[config.mk]
export PLATFORM = sky130hd
export DESIGN_NAME = cpu_seq_multi
export DESIGN_NICKNAME = d
export VERILOG_FILES = /design/src/rtl/cpu_seq_multi.sv
export SDC_FILE = /design/constraint.sdc
export NUM_CORES = 1
export LEC_CHECK = 0
export BUFFER_PORTS_ARGS = -buffer_cell sky130_fd_sc_hd__buf_4
export CAP_MARGIN = 20
export CORE_AREA = 3 3 51 53
export DETAILED_ROUTE_END_ITERATION = 8
export DIE_AREA = 0 0 54 56
export GPL_ROUTABILITY_DRIVEN = 0
export PLACE_DENSITY = 0.74
export RECOVER_POWER = 100
export SYNTH_ARGS = -nofsm -noshare
export SYNTH_HDL_FRONTEND = slang
export SYNTH_SLANG_ARGS = --single-unit
[constraint.sdc]
create_clock -name CLK -period 2.6 [get_ports CLK]
set_input_delay 0.52 -clock CLK [delete_from_list [all_inputs] [get_ports CLK]]
set_output_delay 0.52 -clock CLK [all_outputs]
set_load 0.01 [all_outputs]
[src/rtl/cpu_seq_multi.sv]
// ============================================================================
// cpu_seq_multi
// ----------------------------------------------------------------------------
// Instruction sequencer for a multi-cycle CPU. Each instruction spends one
// FETCH cycle and then one or more EXEC stages (up to NEXEC). When PIPELINED
// is non-zero, the next fetch is overlapped with the completing EXEC stage,
// so completion returns straight to EXEC[0]. Adds stall, branch flush,
// halt/resume and a retired-instruction counter.
//
// Parameters:
//   NEXEC      maximum execute stages per instruction (>= 1)
//   PIPELINED  1: completion -> EXEC[0]; 0: completion -> FETCH
//   CNTW       width of the retired-instruction counter
//
// Ports:
//   CLK        clock, rising edge
//   RST        asynchronous active-high reset
//   STALL      freeze state, counter and error flag this cycle
//   EXT        current instruction needs the next EXEC stage
//   FLUSH      discard the overlapped fetch (completing cycle only)
//   HALT_REQ   halt after the current instruction (completing cycle only)
//   RESUME     leave the halted state
//   FETCH      fetch-stage enable
//   EXEC       one-hot execute-stage enable, bit k = stage k+1
//   HALTED     sequencer is halted
//   RETIRE     combinational: instruction completes at the next edge
//   INSTR_CNT  retired-instruction count (wraps)
//   EXT_ERR    sticky: EXT was asserted in the last EXEC stage
// ============================================================================
module cpu_seq_multi #(
    parameter int NEXEC     = 2,
    parameter int PIPELINED = 1,
    parameter int CNTW      = 16
) (
    input  logic             CLK,
    input  logic             RST,
    input  logic             STALL,
    input  logic             EXT,
    input  logic             FLUSH,
    input  logic             HALT_REQ,
    input  logic             RESUME,
    output logic             FETCH,
    output logic [NEXEC-1:0] EXEC,
    output logic             HALTED,
    output logic             RETIRE,
    output logic [CNTW-1:0]  INSTR_CNT,
    output logic             EXT_ERR
);

    localparam logic [NEXEC-1:0] EXEC_FIRST = NEXEC'(1);

    typedef enum logic [1:0] {
        ST_FETCH = 2'd0,
        ST_EXEC  = 2'd1,
        ST_HALT  = 2'd2
    } state_e;

    state_e            state_q;
    logic              fetch_q;
    logic              halted_q;
    logic              ext_err_q;
    logic [NEXEC-1:0]  exec_q;
    logic [CNTW-1:0]   cnt_q;

    logic [NEXEC-1:0]  exec_shift_d;
    logic [CNTW-1:0]   cnt_d;
    logic              last_stage;
    logic              complete;

    // The one-hot EXEC register doubles as the stage index: the top bit
    // marks the last stage, and a left shift advances to the next stage.
    assign last_stage   = exec_q[NEXEC-1];
    assign complete     = (state_q == ST_EXEC) && (!EXT || last_stage);
    assign exec_shift_d = exec_q << 1;
    assign cnt_d        = cnt_q + CNTW'(1);

    // Retire is the only output not taken straight from a register; it must
    // be masked by STALL because a stalled completion does not take effect.
    assign RETIRE = complete && !STALL;

    always_ff @(posedge CLK or posedge RST) begin
        if (RST) begin
            state_q   <= ST_FETCH;
            fetch_q   <= 1'b1;
            exec_q    <= '0;
            halted_q  <= 1'b0;
            cnt_q     <= '0;
            ext_err_q <= 1'b0;
        end else if (!STALL) begin
            case (state_q)
                ST_FETCH: begin
                    state_q <= ST_EXEC;
                    fetch_q <= 1'b0;
                    exec_q  <= EXEC_FIRST;
                end

                ST_EXEC: begin
                    if (complete) begin
                        cnt_q <= cnt_d;
                        // Completion with EXT high can only happen in the
                        // last stage, so EXT here means an overrun.
                        if (EXT) begin
                            ext_err_q <= 1'b1;
                        end
                        if (HALT_REQ) begin
                            state_q  <= ST_HALT;
                            exec_q   <= '0;
                            halted_q <= 1'b1;
                        end else if (FLUSH || (PIPELINED == 0)) begin
                            state_q <= ST_FETCH;
                            exec_q  <= '0;
                            fetch_q <= 1'b1;
                        end else begin
                            exec_q <= EXEC_FIRST;
                        end
                    end else begin
                        exec_q <= exec_shift_d;
                    end
                end

                ST_HALT: begin
                    // Always refetch on resume: any overlapped fetch from
                    // before the halt is stale.
                    if (RESUME) begin
                        state_q  <= ST_FETCH;
                        halted_q <= 1'b0;
                        fetch_q  <= 1'b1;
                    end
                end

                default: begin
                    state_q  <= ST_FETCH;
                    fetch_q  <= 1'b1;
                    exec_q   <= '0;
                    halted_q <= 1'b0;
                end
            endcase
        end
    end

    assign FETCH     = fetch_q;
    assign EXEC      = exec_q;
    assign HALTED    = halted_q;
    assign INSTR_CNT = cnt_q;
    assign EXT_ERR   = ext_err_q;

endmodule

; ---- After elaboration in Yosys (flattened, before gate mapping)
; Cells that the tools add are included.
[word_totals]
register_bits = 23
wordCells = 48
[classes]
addsub = 1
n_eq_ne = 8
muxes = 18
bitwise_logic = 3
reduce_logical = 12
[op_table]
columns = op, n
row1 = "16-bit by 1-bit adder with 16-bit output, second input constant", 1
row2 = 2-bit one-hot mux with 3 select lines, 2
row3 = 2-bit 2-to-1 mux, 5
row4 = "2-bit != test, second input constant", 5
row5 = 5-bit AND reduction, 2
row6 = 1-bit 2-to-1 mux, 9
row7 = 4-bit AND reduction, 2
row8 = 1-bit one-hot mux with 3 select lines, 2
row9 = "3-bit != test, second input constant", 1
row10 = 1-bit inverter, 3
row11 = 3-bit AND reduction, 1
row12 = "2-bit by 1-bit == test with 1-bit output, second input constant", 1
row13 = "2-bit == test, second input constant", 1
row14 = 1-bit logical AND, 2
row15 = 1-bit zero test, 2
row16 = 2-bit zero test, 1
row17 = 2-bit AND reduction, 1
row18 = 1-bit logical OR, 1

; ---- Longest topological paths before layout
; Gate-level depths: netlist of the first run.
[depth]
word_depth = 5
depth_mapped = 5

; ---- Least setup slack after synthesis of the first run
; Ideal clock, no wire load.
[synth_path]
path_type = input-to-output
start = in STALL
end = out RETIRE
arrival_ns = 1.102
required_time_ns = 2.080
setup_slack_ns = 0.978
stages = 3
n_path_buf = 1
path_cell_list = buf_4 > nand2b_4 > nor3_4
[synth_via]
elab_chain_cells = 2
[synth_rtl]
columns = item, line_no
row1 = from (decl), 37  ; input logic STALL,
row2 = 1-bit zero test, --
row3 = 1-bit logical AND, 79  ; assign RETIRE = complete && !STALL;
row4 = to (decl), 45  ; output logic RETIRE,
; No other way between the ends.

; ---- Final worst setup path of the first run
[layout_path]
start = reg exec_q[1] (netlist: EXEC[1])
end = out RETIRE
[layout_via]
elab_chain_cells = 3
[layout_rtl]
columns = item, line_no
row1 = from (decl), 62  ; logic [NEXEC-1:0] exec_q;
row2 = from (signal assigned), 117  ; exec_q <= exec_shift_d;
row3 = 1-bit logical OR, 73  ; assign complete = (state_q == ST_EXEC) && (!EXT || last_stage);
row4 = 1-bit logical AND, 73
row5 = 1-bit logical AND, 79
; No other way between the ends.

==> results of run 1 <==
-- state kept, by name, summed over array words and instances (netlist names) --
register and count:
EXT_ERR 1, FETCH 1, EXEC 2, INSTR_CNT 16, HALTED 1, state_q 2
-- layer usage --
layer | up-vias | GRT usage (%) | part of all wire [%]
li1 | 388 | - | -
met1 | 377 | 19.32 | 46
met2 | 16 | 23.18 | 47
met3 | 4 | 3.217 | 4.3
met4 | 0 | 8.541 | 2.3
met5 | - | 0 | 0
-- logic make-up after synthesis --
logic type	share of synthesized area, %
simple gates	23.66
buf+inv	2.743
xor+xnor	12.00
compound gates	6.743
fa+ha+maj	1.143
mux	1.028
flops	52.69
-- cell usage in the layout (no fill, tap or decap), drive strengths merged, types with 2 or more instances in the layout --
cell type / n
nand3: 4
o31ai: 2
inv: 2
buf: 6
nor2b: 3
nand4: 3
dfrtp: 22
nor3: 4
xor2: 3
nand4b: 2
and4: 2
o21ai: 4
and2: 2
clkbuf: 26
xnor2: 12
nand2: 9
o22a: 2
nor2: 5
-- through the flow --
stage	std cells	power (mW)	hold WS [ns]
5_1_grt	152	0.9324	0.4081
3_5_place_dp	148	0.7702	0.4454
2_1_floorplan	95	0.6445	0.4932
4_1_cts	152	0.9376	0.3972
6_report	152	0.8695	0.3673
3_3_place_gp	148	0.7618	0.4421
-- power by group --
| group | total [mW] | internal (mW) | switching (mW) |
|---|---|---|---|
| clock | 0.160 | 0.0598 | 0.100 |
| sequential | 0.493 | 0.421 | 0.0719 |
| combinational | 0.217 | 0.100 | 0.116 |
| total | 0.869 | 0.581 | 0.288 |
-- synth_stat cells --
master    instances
dfrtp_1          22
xnor2_1          12
nand2_1           9
nor2_1            5
nand3_1           4
o21ai_0           4
nand4_1           3
nor2b_1           3
xor2_1            3
and2_1            2
and4_1            2
inv_1             2
nand4b_1          2
nor3_1            2
nor3_4            2
o22a_1            2
o31ai_1           2
a21o_1            1
a21oi_1           1
a221oi_1          1
and2b_1           1
and3_1            1
buf_4             1
buf_6             1
clkbuf_1          1
dfstp_2           1
ha_1              1
mux2_2            1
nand2b_4          1
nor3b_1           1
nor4b_4           1
-- cell type report --
type / instances / area, um2 / area share, %
flip-flops and latches: 23 / 576.8 / 46.01
multi-input cells: 67 / 476.7 / 38.02
repair buffers: 28 / 131.4 / 10.48
well taps: 28 / 35.03 / 2.794
clock buffers: 4 / 26.28 / 2.096
inverters: 2 / 7.507 / 0.5988
-- worst min-delay path by stage --
stage / start / endpoint / slack (ns) / cells after the start
after global routing: EXT / EXT_ERR / 0.41 / 2
after detailed placement: EXT_ERR / EXT_ERR / 0.45 / 1
after global placement: EXT_ERR / EXT_ERR / 0.44 / 1
after floorplan: EXT_ERR / EXT_ERR / 0.49 / 1
after CTS: RST / INSTR_CNT[6] / 0.40 / 2
final: RST / INSTR_CNT[5] / 0.37 / 2
==> out/results.txt, run 1 <==
Final setup fails: 0
Reg2Reg Depth: 4
Synth Cell Area: 1095 um2
Crit Path Max Fanout: 8
Row cnt: 17
Syn Inst Count: 95
Critical-path cell list: and2b_1 > nor3_4 > clkbuf_1
LEAKAGE: 0.5469 nW
Final Cycle Share: 77.97%
I/O pins: 29
Fmax: 0.4933 GHz
Pwr dens: 693.5 nW/um2
Setup crit start: EXEC[1]
CP Capture Type: primary output
Gr ovfl total: 0
First-pass GRT wire length: 3374 um
Critical path class: reg -> out
Period minus WS final: 2.027 ns
CTS Root Cell: clkbuf_4
Core Region: 2191 um2
Initial antenna violation count: 0
Placed standard-cell area: 1318 um2
Status: finished clean
Reg2reg start: EXEC[1]
Detailed Place HPWL: 1493 um
Post-DRT Antenna Nets: 0
Sequential area share after synthesis: 52.69%
Post-route setup TNS: 0 ns
Synth cell types: 31
Worst endpoint data arrival time: 1.51 ns
Synth area leader: dfrtp_1
Final hold violations: 0
Area Growth Syn to Fin: 14.51%
CP peak stage delay: 0.39 ns
GRT Util Overall: 15.17%
Number of CTS-inserted buffers: 3
Top cells by area, synth: dfrtp_1 (50%), xnor2_1 (9.6%), nand2_1 (3.1%)
Cell family with most CP delay: simple AND/OR/NAND/NOR gates
Net count, final: 133
Die Y: 56 um
Final slew viol count: 0
Detailed Route Iter0 Violations: 11
CP Data Required Time: 2.08 ns
Die area: 3024 um2
Setup slack at placement: 0.6536 ns
Clk pin slew, worst setup/hold paths: 0.12 ns
Worst-Margin Slew: 0.8271 ns
RR Endpoint: INSTR_CNT[14]
Largest net degree at the start of global routing: 24
I/O Buffers: 28
Worst setup endpoint: RETIRE
Post-CTS setup buffer count: 0
CTS tree: yes
Syn_nets: 103
Finished Cell Area: 1254 um2
Post-CTS Hold Fix Bufs: 0
Clock skew: 0.001412 ns
WP depth: 3
Clock sink count: 23
Fillers: 211
VDD IR-drop max: 0.4806 mV
# diodes: 0
RSZ-0062 raised after global routing: false
Setup ws final: 0.5729 ns
Vias per inst: 5.164
Die extent in x: 54 um
Post-Syn Area per Cell: 11.52 um2
Number of global-route vias before repair: 753
Hold Crit Class: in -> async
Rel. slew slack: 44.80%
DR pass1 iterations: 4
Final WL: 1980 um
CP max stage cell: dfrtp_1
Yosys warns: 0
Area share of the largest cell type after synthesis: 50.29%
Initial Util: 49.97%
H-tree levels: 1
Layout cells sized above 1: 11.29%
Longest Clk Path Bufs: 2
CP Launch Type: register
R2r setup slk: 0.71 ns
Maxcap violations: 0
Via count: 785
Post-layout util: 57.22%
#FFs+latches synth: 23
Clock Latency Late Sink: 0.30 ns
DR DRC count: 0
DR WL/cell: 13.03 um
Post_cts resized: 0
WP buf/inv: 1
Note: power is estimated with default switching activity, not from simulation.
==> run 2, diff against run 1 <==
- ABC_AREA: default -> 1
- CORE_AREA: 3 3 51 53 -> 3 3 54 56
- DIE_AREA: 0 0 54 56 -> 0 0 57 59
- PLACE_DENSITY: 0.74 -> 0.73
- clock period: 2.6 -> 1.9 ns (I/O delays scaled with it)
==> out/results.txt, run 2 <==
DR DRC count: 0
Top-count cell post-synth: nand2_1
Area Growth Syn to Fin: 16.19%
Post-route setup TNS: 0 ns
Number of CTS-inserted buffers: 3
# diodes: 0
Period minus WS final: 1.703 ns
Row cnt: 18
LEAKAGE: 0.7138 nW
Switching Share: 38.70%
CTS Root Cell: clkbuf_4
CP Capture Type: primary output
Core Region: 2477 um2
Final WL: 2542 um
H-tree levels: 1
Syn Inst Count: 161
Setup slack at placement: 0.4047 ns
Clock Latency Late Sink: 0.30 ns
Synth cell types: 20
Final Cycle Share: 89.65%
Fmax: 0.5871 GHz
CP max stage cell: dfrtp_1
CP peak stage delay: 0.39 ns
EDFF count, synth: 0
Detailed Place HPWL: 1979 um
Max FFs per register: 16
Clock power frac: 15.9%
Layout cells sized above 1: 8.673%
Initial antenna violation count: 0
Gr ovfl total: 0
Final slew viol count: 0
Die Y: 59 um
Status: finished clean
Most frequent cells in the layout: nand2_1 (56), clkbuf_1 (25), inv_1 (24)
Pwr dens: 970.6 nW/um2
Vias per inst: 4.863
Via count: 1099
Worst-Margin Slew: 0.5905 ns
Cell family with most CP delay: flip-flops
Synth top cells by count: nand2_1 (56), inv_1 (24), dfrtp_1 (22)
Critical-path cell list: inv_1 > nor2_4 > nand3_4 > inv_2 > buf_4
Rel. slew slack: 60.63%
Sequential share of power: 50.5%
Tot Pwr: 1.394 mW
R2r setup slk: 0.25 ns
I/O pins: 29
Number of global-route vias before repair: 1010
Largest net degree at the start of global routing: 14
Reg2Reg Depth: 7
Synth area leader: dfrtp_1
Die area: 3363 um2
Async SR Flop Fraction: 100.0%
I/O Buffers: 28
Clock skew: 0.002461 ns
WP buf/inv: 3
Internal power: 0.8546 mW
Initial Util: 49.90%
Post-DRT Antenna Nets: 0
RSZ-0062 raised after global routing: false
Detailed Route Iter0 Violations: 19
Combinational fraction of design power: 33.7%
DR WL/cell: 11.25 um
Maxcap violations: 0
Worst endpoint data arrival time: 1.32 ns
CP Data Required Time: 1.52 ns
GRT Util Overall: 16.48%
Switching power: 0.5395 mW
Syn_nets: 169
Crit Path Max Fanout: 8
Final setup fails: 0
Net count, final: 205
Clock sink count: 23
Top cells by area, synth: dfrtp_1 (45%), nand2_1 (17%), inv_1 (7.3%)
VDD IR-drop max: 0.7180 mV
Post-Syn Area per Cell: 7.678 um2
DR pass1 iterations: 4
CP Launch Type: register
Setup ws final: 0.1967 ns
Die extent in x: 57 um
Hold Crit Class: in -> async
Longest Clk Path Bufs: 2
Yosys warns: 0
Synth Cell Area: 1236 um2
First-pass GRT wire length: 4367 um
Most common cell after layout, fill and taps aside: nand2_1
WP depth: 5
Primary FF master, synth: dfrtp_1
Sequential area share after synthesis: 46.66%
#FFs+latches synth: 23
Critical path class: reg -> out
Clk pin slew, worst setup/hold paths: 0.12 ns
CTS tree: yes
Final hold violations: 0
Area share of the largest cell type after synthesis: 44.53%
-- run 2: logic make-up after synthesis --
kind of cell,count (synthesis),share of synthesized area (%)
simple gates,92,33.10
xor+xnor,9,6.377
flops,23,46.66
fa+ha+maj,1,1.012
compound gates,10,4.352
buf+inv,26,8.502
-- run 2: layout make-up --
type / instances / area (um2)
Tap cell: 30 / 37.54
Clock buffer: 4 / 26.28
Sequential cell: 23 / 576.8
Multi-Input combinational cell: 112 / 551.8
Timing Repair Buffer: 32 / 150.1
Fill cell: 263 / 1041
Inverter: 25 / 93.84
-- run 2: worst register-to-register path, cell delays in order, from the launching register on --
cell	delay, ns
dfrtp_1	0.39
inv_1	0.11
nor2_4	0.16
nand3_4	0.13
clkbuf_1	0.21
nor2_1	0.29
nand2_1	0.11
xor2_1	0.15
-- run 2: final timing paths --
path                                 endpoint        from
worst min register to register          FETCH       FETCH
max in group asynchronous        INSTR_CNT[5]         RST
worst max-delay path                   RETIRE  state_q[0]
worst max register to register  INSTR_CNT[10]  state_q[0]
min in group CLK                   state_q[0]       STALL
worst min-delay path             INSTR_CNT[0]         RST
-- run 2: through the flow --
step | instances | hold slack (ns) | cell area (um2) | util (%)
after detailed placement | 219 | 0.4397 | 1480 | 59.75
after CTS | 223 | 0.09583 | 1506 | 60.81
after global placement | 219 | 0.4342 | 1480 | 59.75
final | 226 | 0.08942 | 1436 | 57.98
after global routing | 226 | 0.1082 | 1436 | 57.98
after floorplan | 161 | 0.3812 | 1236 | -
-- run 2: power by group through the flow --
stage	Sequential (mW)	Clock, mW	Combinational [mW]
6_report	0.704	0.221	0.469
5_1_grt	0.723	0.249	0.538
4_1_cts	0.709	0.230	0.535
3_5_place_dp	0.719	0	0.533
3_3_place_gp	0.709	0	0.518
2_1_floorplan	0.745	0	0.282
-- run 2: timing repair --
action | CTS | global route
endpoints found under the setup margin | 0 | 1
gates resized for setup | 0 | 1
setup buffers | 0 | 3
hold buffers | 0 | 0
-- run 2: per-layer routing --
metal / wire length, um / track usage, % / vias up / part of all wire [%]
met1: 1205 / 22.73 / 503 / 47
met3: 130 / 2.397 / 2 / 5.1
met2: 1187 / 26.10 / 26 / 47
li1: - / - / 568 / -
met4: 19 / 6.954 / 0 / 0.75
met5: 0 / 0 / - / 0
